### config.mk
export PLATFORM = sky130hd
export DESIGN_NAME = end_game_receiver
export DESIGN_NICKNAME = d
export VERILOG_FILES = /design/src/rtl/end_game_receiver.sv
export SDC_FILE = /design/constraint.sdc
export NUM_CORES = 1
export LEC_CHECK = 0
export BUFFER_PORTS_ARGS = -buffer_cell sky130_fd_sc_hd__buf_4
export CORE_UTILIZATION = 45
export DETAILED_ROUTE_END_ITERATION = 8
export GPL_TIMING_DRIVEN = 0
export PLACE_DENSITY = 0.78
export REMOVE_ABC_BUFFERS = 1
export SLEW_MARGIN = 20
export SYNTH_ARGS = -nofsm -noshare
export SYNTH_HDL_FRONTEND = slang
export SYNTH_SLANG_ARGS = --single-unit
export TNS_END_PERCENT = 30
### constraint.sdc
create_clock -name clock -period 2.75 [get_ports clock]
set_input_delay 0.275 -clock clock [delete_from_list [all_inputs] [get_ports clock]]
set_output_delay 0.275 -clock clock [all_outputs]
set_load 0.01 [all_outputs]
### src/rtl/end_game_receiver.sv
// End-of-game frame decoder: header byte EVENT_CODE followed by one payload byte {victory, points[6:0]}.
// Optional payload timeout is built only when RX_TIMEOUT_EN is defined.
module end_game_receiver #(
  parameter logic [7:0]  EVENT_CODE     = 8'hAE,
  parameter logic [31:0] TIMEOUT_CYCLES = 32'd50000
) (
  input  logic       clock,
  input  logic       reset,
  input  logic [7:0] dado_recebido,
  input  logic       recebido_valido,
  output logic [6:0] points,
  output logic       victory_condition,
  output logic       evento_recebido,
  output logic       erro_timeout,
  output logic       ocupado,
  output logic [7:0] quadros_recebidos
);

  typedef enum logic {IDLE, WAIT_PAYLOAD} state_t;

  state_t state, state_nxt;

  logic       hdr_hit;
  logic       payload_take;
  logic       timeout_hit;

  logic [6:0] points_d;
  logic       victory_d;
  logic       evento_d;
  logic       erro_d;
  logic       ocupado_d;
  logic [7:0] quadros_d;

  assign hdr_hit      = (state == IDLE) && recebido_valido && (dado_recebido == EVENT_CODE);
  assign payload_take = (state == WAIT_PAYLOAD) && recebido_valido;

`ifdef RX_TIMEOUT_EN
  logic [31:0] timer;

  // Timer only advances on idle cycles in WAIT_PAYLOAD; a strobe on the expiry cycle wins.
  assign timeout_hit = (state == WAIT_PAYLOAD) && !recebido_valido &&
                       (timer == TIMEOUT_CYCLES - 32'd1);

  always_ff @(posedge clock or negedge reset) begin
    if (!reset)
      timer <= '0;
    else if (state != WAIT_PAYLOAD || recebido_valido || timeout_hit)
      timer <= '0;
    else
      timer <= timer + 32'd1;
  end
`else
  assign timeout_hit = 1'b0;
`endif

  // State register
  always_ff @(posedge clock or negedge reset) begin
    if (!reset) state <= IDLE;
    else        state <= state_nxt;
  end

  // Next-state logic
  always_comb begin
    state_nxt = state;
    case (state)
      IDLE:         if (hdr_hit) state_nxt = WAIT_PAYLOAD;
      WAIT_PAYLOAD: if (payload_take || timeout_hit) state_nxt = IDLE;
      default:      state_nxt = IDLE;
    endcase
  end

  // Output logic: next values of the registered outputs
  always_comb begin
    points_d  = points;
    victory_d = victory_condition;
    quadros_d = quadros_recebidos;
    evento_d  = 1'b0;
    erro_d    = 1'b0;
    if (payload_take) begin
      points_d  = dado_recebido[6:0];
      victory_d = dado_recebido[7];
      quadros_d = quadros_recebidos + 8'd1;
      evento_d  = 1'b1;
    end
    if (timeout_hit) erro_d = 1'b1;
    ocupado_d = (state_nxt == WAIT_PAYLOAD);
  end

  always_ff @(posedge clock or negedge reset) begin
    if (!reset) begin
      points            <= '0;
      victory_condition <= 1'b0;
      evento_recebido   <= 1'b0;
      ocupado           <= 1'b0;
      quadros_recebidos <= '0;
    end else begin
      points            <= points_d;
      victory_condition <= victory_d;
      evento_recebido   <= evento_d;
      ocupado           <= ocupado_d;
      quadros_recebidos <= quadros_d;
    end
  end

`ifdef RX_TIMEOUT_EN
  always_ff @(posedge clock or negedge reset) begin
    if (!reset) erro_timeout <= 1'b0;
    else        erro_timeout <= erro_d;
  end
`else
  assign erro_timeout = 1'b0;
  logic unused_erro;
  assign unused_erro = erro_d;
`endif

endmodule
==> results.md, run 1 <==
- Status: completed
- Clock Skews: between 7 and 8 ps
- Post-synthesis cell type count: 17
- Routed len/inst: roughly 13 µm
- FF+latch count, synth: 18
- Post-synthesis sequential area ratio: about three fifths
- FMAX: ~810 MHz
- Avg Inst Size Synth: ~14 µm²
- Pleak: approximately 0.52 nW
- Sink Count: 18
- Crit-path cells: nand2_2 -> inv_2 -> mux2_2
- Worst hold endpoint: ocupado
- Worst path arrival time: between 1000 and 1500 ps
- Crit path buffers/inverters: 1
- CP startpoint kind: register
- Hold Path Stages: 2
- Hold Vio Cnt, Final: 0
- CP endpoint kind: register
- Number of synthesis warnings: 0
- Final instance area: about 1000 µm²
- Fin crit period: roughly 1200 ps
- WS Path Type: register to register
- Area Growth Syn to Fin: 36.6%
- Die Area: 1800 µm²
- Synth Area in Compound Gates: 0.680%
- Maximum VDD drop: around 0.38 mV
- Clock Latency Late Sink: 290 ps
- IO buf count: 28
- Tot GR Track Use: 18.1%
- Violation count after the first detailed-routing iteration: 6
- Hold path start: recebido_valido
- Share of layout cells above drive strength 1: a little over half
- Worst-case reg-to-reg path depth: 3
- Post-Synth Simple-Gate Area: approximately an eighth
- # DRC: 0
- Fin Setup TNS: 0 ps
- Die width: 42.4 µm
- Finished Core Util: 65.9%
- Gate Count Post-Synth: 52
- Core Region: 1520 µm²
- Finished Layout Cells: 100
- Critical path depth in cells: 3
- Area after DPL: 958 µm²
- Number of diodes: 0
- Reg-to-reg endpoint: quadros_recebidos[1]
- Num CTS Buffers: 3
- Vias/cell: between 5 and 6
- Fraction of the cycle the final worst path needs: between 40% and 50%
- Die H: ~42 µm
- I/O pins: 30
- Htree depth: 1
- Final setup viols: 0
- Largest family of logic cells by synthesized area: multiplexers
- Global placement routability congestion: 0.759
- CTS tree: done
- Clock Pin Slew Worst Setup and Hold Paths: 100 ps
- RSZ-0062 raised after global routing: no
- Synth Area in Adders: between 1.5 and 2%
- GRT overflow: 0
- Vias in the first global route: ~500
- Antenna violations before repair: 0
- Clock buffer depth: 2
- Multiplexer share of the synthesized area: between 10 and 15%
- First-pass GRT wire length: ~2300 µm
- Number of instances in the placed design: 95
- Worst R2R Setup Slack: approximately 1500 ps
- Vias: roughly 500
- Worst path required time: just under 3000 ps
- Initial Util: 48.3%
- Post-synthesis xor/xnor area fraction: 8.33%
- CTS root buf: clkbuf_4
- WL final: ~1300 µm
- Delay-heaviest family, CP: flip-flops
- DP Wirelength: 990 µm
- Cell Area, Synth: about 740 µm²
- Filler instances: about 140
- Max Slew Vio Count: 0
- First-pass DRT Iterations: 4
- CP max-delay cell: dfrtp_1
- Critical path fanouts, max: 10
- Largest net degree at the start of global routing: 19
- Min-Delay Path Class: input port to register
- Postcts setup bufs: 0
- Pwr/cell area: 523 nW/µm²
- Final nets: 97
- Worst R2R Start: ocupado
- Final ANT Viol Nets: 0
- # rows: 14
- Maxcap violations: 0
- Peak per-stage delay on the critical path: 440 ps
-- synth_stat cells --
cell	instances	share of area, %
inv_2	1	0.51
and4bb_2	1	1.7
dfrtp_1	18	61
conb_1	1	0.51
nand4b_1	1	1.2
nand2_1	2	1.0
inv_1	1	0.51
nand2_2	1	0.85
nand4_1	4	3.4
and4_2	1	1.4
and3_1	1	0.85
xnor2_1	7	8.3
and4b_1	1	1.4
ha_1	1	1.7
o21ai_0	1	0.68
buf_4	1	1.0
mux2_2	9	14
-- final cells by class --
| class | count | area (µm²) | area share (%) |
|---|---|---|---|
| multi-input cells | 31 | 270 | 26.9 |
| flip-flops and latches | 18 | 450 | 44.8 |
| repair buffers | 29 | 220 | 21.9 |
| inverters | 2 | 7.51 | 0.747 |
| well taps | 16 | 20.0 | 1.99 |
| clock buffers | 4 | 36.3 | 3.61 |
-- power by group --
part | total [W] | switching [W] | leakage (nW) | internal (W)
combinational | 0.0000733 | 0.0000288 | 0.257 | 0.0000444
sequential | 0.000296 | 0.0000151 | 0.242 | 0.000281
clock | 0.000156 | 0.0000752 | 0.0210 | 0.0000806
-- state kept, by name (all words and copies together) (netlist names) --
name               count
points                 7
evento_recebido        1
ocupado                1
victory_condition      1
quadros_recebidos      8
-- placed cells by master, fill, tap and decap left out --
master	synthesis	final
inv_2	1	1
and4bb_2	1	1
nand4_1	4	4
and4b_1	1	1
dlygate4sd3_1	0	1
nand4b_1	1	1
xnor2_1	7	7
dfrtp_1	18	18
ha_1	1	1
inv_1	1	1
buf_4	1	28
mux2_2	9	9
clkbuf_8	0	1
nand2_1	2	2
clkbuf_4	0	3
and3_1	1	1
nand2_2	1	1
and4_2	1	1
o21ai_0	1	1
conb_1	1	1
-- worst reg2reg max path, stage by stage, from the launching register on --
cell	delay, ps
dfrtp_1	440
nand2_2	200
inv_2	140
mux2_2	330
-- cells by family (layout without fill, tap and decap cells) --
logic type,count (synthesis),after routing
DFF,18,18
and+or+nand+nor,12,12
muxes,9,9
xor gates and xnor gates,7,7
buffers and inverters,3,35
adders and majority gates,1,1
other,1,1
AOI/OAI and AO/OA,1,1
-- metal layers --
layer / routed length (µm) / track usage (%) / vias to the layer above / part of all wire, %
li1: - / - / 247 / -
met1: 554 / 21.2 / 241 / 43
met2: 630 / 28.0 / 20 / 49
met3: 86 / 7.76 / 2 / 6.7
met4: 15 / 9.38 / 0 / 1.2
met5: 0 / 0 / - / 0
-- timing repair --
action / 4_1_cts / 5_1_grt
endpoints found under the hold margin: 18 / 0
resized for setup: 0 / 0
hold buffers: 1 / 0
-- through the flow --
stage	total power, W	setup WS [ps]	hold slack (ps)
2_1_floorplan	0.000326	1620	-20.6
6_report	0.000525	1520	209
4_1_cts	0.000534	1510	195
5_1_grt	0.000560	1450	183
3_3_place_gp	0.000372	1570	152
3_5_place_dp	0.000375	1530	152
-- worst max-delay path by stage --
stage | to | startpoint | slack, ps
floorplan | quadros_recebidos[1] | ocupado | 1620
global placement | quadros_recebidos[1] | ocupado | 1570
detailed placement | quadros_recebidos[1] | ocupado | 1530
CTS | quadros_recebidos[1] | ocupado | 1510
global route | quadros_recebidos[1] | ocupado | 1450
finish | quadros_recebidos[1] | ocupado | 1520
Power figures use the tool's default switching activity.
==> inputs of run 2 (changes only) <==
==> constraint.sdc (replaced) <==
create_clock -name clock -period 1.2 [get_ports clock]
set_input_delay 0.12 -clock clock [delete_from_list [all_inputs] [get_ports clock]]
set_output_delay 0.12 -clock clock [all_outputs]
set_load 0.01 [all_outputs]
==> run 2 against run 1 <==
Effect of this change: largest power group unchanged; critical path depth down 1; combinational power increased by 130%; highest routed layer unchanged; core utilization grew 0.41 points; setup slack lost 1500 ps; fmax is 6.6% higher; sequential share of layout area shrank 0.15 points; via count unchanged.
==> results.md, run 2 (synthesis gave the netlist of run 1 again) <==
- Crit-path cells: ha_1 -> mux2_2
- Reg-to-reg endpoint: quadros_recebidos[1]
- WS Path Type: register to register
- CP startpoint kind: register
- Most flop-heavy register: quadros_recebidos
- Postcts setup bufs: 0 (unchanged)
- Die Area: 1800 µm² (unchanged)
- Crit path buffers/inverters: 0 (-1)
- CTS tree: done
- Status: completed
- Max reg flops: 8 (unchanged)
- Sink Count: 18 (unchanged)
- Vias in the first global route: 499 (unchanged)
- Die width: 42.4 µm (unchanged)
- Worst R2R Start: quadros_recebidos[0]
- First-pass GRT wire length: 2280 µm (unchanged)
- CTS root buf: clkbuf_4
- Met2 Usage GRT: 28.0% (unchanged)
- Share of layout cells above drive strength 1: 54.8% (+1.2 points)
- Delay-heaviest family, CP: flip-flops
- Antenna violations before repair: 0 (unchanged)
- Final ANT Viol Nets: 0 (unchanged)
- Commonest non-fill, non-tap cell in the layout: buf_4
- Finished Core Util: 66.3% (+0.41 points)
- CP startpoint: quadros_recebidos[0]
- Number of diodes: 0 (unchanged)
- Area Growth Syn to Fin: 37.4%
- Max Slew Vio Count: 0 (unchanged)
- RSZ-0062 raised after global routing: no
- Most crowded layer after global routing: met2
- # DRC: 0 (unchanged)
- Hold Path Stages: 2 (unchanged)
- Final nets: 97 (unchanged)
- Fin crit period: 1150 ps (-76.2 ps)
- Clock Pin Slew Worst Setup and Hold Paths: 100 ps (about the same)
- Critical path fanouts, max: 6 (-4)
- Worst R2R Setup Slack: 50 ps (-1470 ps)
- Largest regs: quadros_recebidos x8, points x7
- I/O pins: 30 (unchanged)
- Worst path required time: 1380 ps (-1550 ps)
- Worst hold endpoint: ocupado
- Tot GR Track Use: 18.1% (unchanged)
- First-pass DRT Iterations: 4 (unchanged)
- Clock buffer depth: 2 (unchanged)
- Met3 Use GR: 7.76% (unchanged)
- Min-Delay Path Class: input port to register
- Num CTS Buffers: 3 (unchanged)
- Fin Setup TNS: 0 ps (unchanged)
- Routed len/inst: 12.9 µm (about the same)
- Peak per-stage delay on the critical path: 470 ps (+30 ps)
- GR Layer Usage met1: 21.2% (unchanged)
- Hold path start: recebido_valido
- Clock Latency Late Sink: 290 ps (about the same)
- Die H: 42.4 µm (unchanged)
- Worst path arrival time: 1330 ps (-70 ps)
- Worst-case reg-to-reg path depth: 2 (-1)
- CP max-delay cell: dfrtp_1
- Vias/cell: 5.10 (unchanged)
- Pwr/cell area: 1190 nW/µm² (+130%)
- WL final: 1290 µm (about the same)
- Global placement routability congestion: 0.759 (unchanged)
- Clock Skews: 7.74 ps (-0.00208 ps)
- Htree depth: 1 (unchanged)
- Pleak: 0.526 nW (+1.3%)
- Maxcap violations: 0 (unchanged)
- Core Region: 1520 µm² (unchanged)
- Fraction of the cycle the final worst path needs: 95.9% (+51 points)
- Highest-count cells in the layout ignoring fill and taps: buf_4, dfrtp_1, mux2_2
- Final setup viols: 0 (unchanged)
- Largest net degree at the start of global routing: 19 (unchanged)
- Maximum VDD drop: 0.877 mV (+130%)
- DP Wirelength: 990 µm (unchanged)
- IO buf count: 28 (unchanged)
- Initial Util: 48.3% (unchanged)
- Vias: 510 (unchanged)
- GRT overflow: 0 (unchanged)
- # rows: 14 (unchanged)
- FMAX: 869 MHz (+6.6%)
- Hold Vio Cnt, Final: 0 (unchanged)
- Filler instances: 132 (-2.9%)
- CP endpoint kind: register
- Violation count after the first detailed-routing iteration: 6 (unchanged)
==> run 2: final cells by class <==
| cell class | instances | area (µm²) | share of cell area [%] |
|---|---|---|---|
| well taps | 16 | 20.0 | 1.98 |
| inverters | 2 | 7.51 | 0.743 |
| multi-input cells | 31 | 275 | 27.2 |
| flip-flops and latches | 18 | 452 | 44.7 |
| repair buffers | 29 | 220 | 21.8 |
| clock buffers | 4 | 36.3 | 3.59 |
==> run 2: how the worst max path moves through the flow <==
stage	endpoint	slack, ps	cells past startpoint
final	quadros_recebidos[1]	50	2
after global routing	quadros_recebidos[6]	20	3
after CTS	quadros_recebidos[1]	30	3
after detailed placement	quadros_recebidos[1]	-20	3
after global placement	quadros_recebidos[1]	20	3
after floorplan	quadros_recebidos[1]	70	3
==> run 2: worst reg2reg max path: stages, from the launching register on <==
cell and delay, ps:
dfrtp_1 470, ha_1 310, mux2_2 260
==> run 2: timing repair <==
action	in CTS	in global routing
gates resized for setup	1	1
hold endpoints to repair	18	0
hold buffers	1	0
endpoints found under the setup margin	1	2
gates cloned	0	0
==> run 2: power by group <==
part	internal, W	switching, W	total (W)
logic	0.000102	0.0000666	0.000169
registers	0.000645	0.0000347	0.000679
clock network	0.000185	0.000172	0.000357
==> run 2: routing by layer <==
metal,wire length [µm],up-vias,share of wire [%]
li1,-,247,-
met1,553,241,43
met2,633,20,49
met3,86,2,6.7
met4,15,0,1.2
met5,0,-,0
==> run 2: stage by stage <==
step           setup WS [ps]  hold WS, ps  area [µm²]  cells  power, W
2_1_floorplan           70.5         -176         728     51  0.000747
3_3_place_gp            22.6        -2.92         958     95  0.000853
3_5_place_dp           -15.8        -3.38         958     95  0.000859
4_1_cts                 26.5         51.2        1010    100   0.00122
5_1_grt                 18.9         35.5        1010    100   0.00128
6_report                48.9         62.4        1010    100   0.00121
==> inputs of run 3 (changes only) <==
--- a/config.mk
+++ b/config.mk
@@ -9,7 +9,7 @@
 export CORE_UTILIZATION = 45
 export DETAILED_ROUTE_END_ITERATION = 8
 export GPL_TIMING_DRIVEN = 0
-export PLACE_DENSITY = 0.78
+export PLACE_DENSITY = 0.76
 export REMOVE_ABC_BUFFERS = 1
 export SLEW_MARGIN = 20
 export SYNTH_ARGS = -nofsm -noshare
==> run 3 against run 2 <==
Effect of this change: clock skew shrank 5.1 ps; largest cell class unchanged; sequential power is essentially flat; critical endpoint unchanged; fmax grew 0.28%; register-to-register slack is essentially flat.
==> results.md, run 3 (synthesis gave the netlist of run 1 again) <==
- Vias in the first global route: 525 (+5.2%)
- Global placement routability congestion: 0.759 (about the same)
- Hold path start: recebido_valido
- FMAX: 871 MHz (+0.28%)
- Pwr Total: 0.00121 W (+0.40%)
- Min-Delay Path Class: input port to register
- First-pass GRT wire length: 2330 µm (+2.4%)
- Critical path fanouts, max: 6 (unchanged)
- Crit path buffers/inverters: 0 (unchanged)
- Routed len/inst: 13.1 µm (+1.6%)
- Peak per-stage delay on the critical path: 460 ps (about the same)
- Fin Setup TNS: 0 ps (unchanged)
- Htree depth: 1 (unchanged)
- CP endpoint kind: register
- Worst path required time: 1380 ps (about the same)
- Hold Vio Cnt, Final: 0 (unchanged)
- CP startpoint kind: register
- Hold Path Stages: 2 (unchanged)
- Die Area: 1800 µm² (unchanged)
- Maximum VDD drop: 0.880 mV (+0.26%)
- Sink Count: 18 (unchanged)
- Worst path arrival time: 1320 ps (about the same)
- Crit-path cells: ha_1 -> mux2_2
- Clock buffer depth: 2 (unchanged)
- Worst R2R Setup Slack: 50 ps (about the same)
- Die width: 42.4 µm (unchanged)
- Final setup viols: 0 (unchanged)
- CTS root buf: clkbuf_4
- Worst R2R Start: quadros_recebidos[0]
- Number of diodes: 0 (unchanged)
- Fraction of the cycle the final worst path needs: 95.7% (-0.27 points)
- CP max-delay cell: dfrtp_1
- I/O pins: 30 (unchanged)
- Commonest non-fill, non-tap cell in the layout: buf_4
- Initial Util: 48.3% (unchanged)
- Share of layout cells above drive strength 1: 54.8% (unchanged)
- Die H: 42.4 µm (unchanged)
- Highest-count cells in the layout ignoring fill and taps: buf_4, dfrtp_1, mux2_2
- Largest regs: quadros_recebidos x8, points x7
- Maxcap violations: 0 (unchanged)
- GRT overflow: 0 (unchanged)
- Worst-case reg-to-reg path depth: 2 (unchanged)
- Num CTS Buffers: 3 (unchanged)
- Clock Skews: 2.69 ps (-5.06 ps)
- Pleak: 0.526 nW (unchanged)
- Worst hold endpoint: ocupado
- Final ANT Viol Nets: 0 (unchanged)
- Max reg flops: 8 (unchanged)
- Delay-heaviest family, CP: flip-flops
- Fin crit period: 1150 ps (-3.21 ps)
- Status: completed
- Violation count after the first detailed-routing iteration: 2 (-4)
- Vias/cell: 4.98 (-2.4%)
- First-pass DRT Iterations: 3 (-1)
- # rows: 14 (unchanged)
- DP Wirelength: 986 µm (-0.38%)
- Max Slew Vio Count: 0 (unchanged)
- # DRC: 0 (unchanged)
- Vias: 498 (-2.4%)
- WL final: 1310 µm (+1.6%)
- Tot GR Track Use: 17.4% (-0.70 points)
- Clock Latency Late Sink: 280 ps (about the same)
- Largest net degree at the start of global routing: 19 (unchanged)
- CTS tree: done
- Most flop-heavy register: quadros_recebidos
- RSZ-0062 raised after global routing: no
- IO buf count: 28 (unchanged)
- Final nets: 97 (unchanged)
- WS Path Type: register to register
- Area Growth Syn to Fin: 37.4% (unchanged)
- Antenna violations before repair: 0 (unchanged)
- Reg-to-reg endpoint: quadros_recebidos[1]
- Pwr/cell area: 1200 nW/µm² (+0.40%)
- Clock Pin Slew Worst Setup and Hold Paths: 100 ps (about the same)
- Postcts setup bufs: 0 (unchanged)
- Core Region: 1520 µm² (unchanged)
[run 3: repair_timing]
| item | 4_1_cts | 5_1_grt |
|---|---|---|
| endpoints found under the hold margin | 18 | 0 |
| resized for setup | 1 | 1 |
| setup endpoints to repair | 1 | 2 |
| pin swaps | 0 | 0 |
| hold buffers | 1 | 0 |
[run 3: metrics by stage]
step	hold WS [ps]	util [%]	setup WS, ps	cells	cell area, µm²
CTS	49.8	66.3	54.9	100	1010
global placement	-1.65	62.9	19.4	95	958
floorplan	-176	-	70.5	51	728
global route	51.1	66.3	0.564	100	1010
detailed placement	0.381	62.9	1.06	95	958
finish	54.6	66.3	52.1	100	1010
[run 3: worst max-delay path by stage]
stage	cells after the start	startpoint	to
after floorplan	3	ocupado	quadros_recebidos[1]
after CTS	2	quadros_recebidos[0]	quadros_recebidos[1]
after global placement	3	ocupado	quadros_recebidos[1]
final	2	quadros_recebidos[0]	quadros_recebidos[1]
after detailed placement	3	ocupado	quadros_recebidos[1]
after global routing	2	quadros_recebidos[0]	quadros_recebidos[1]
[run 3: final cells by class]
class	instances	area (µm²)
fill	129	513
sequential	18	452
multi-input combinational	31	275
timing repair buffer	29	220
clock buffer	4	36.3
tap	16	20.0
inverter	2	7.51
[run 3: metal layers]
metal | vias to the layer above | GRT usage, % | wire (µm)
met5 | - | 0 | 0
li1 | 246 | - | -
met2 | 12 | 29.2 | 677
met4 | 0 | 7.50 | 12
met1 | 238 | 22.2 | 567
met3 | 2 | 2.59 | 51
[run 3: power breakdown]
| group | leakage (nW) | internal, W | switching (W) | total [W] |
|---|---|---|---|---|
| registers | 0.240 | 0.000645 | 0.0000328 | 0.000677 |
| clock network | 0.0210 | 0.000184 | 0.000176 | 0.000361 |
| logic | 0.265 | 0.000103 | 0.0000687 | 0.000172 |
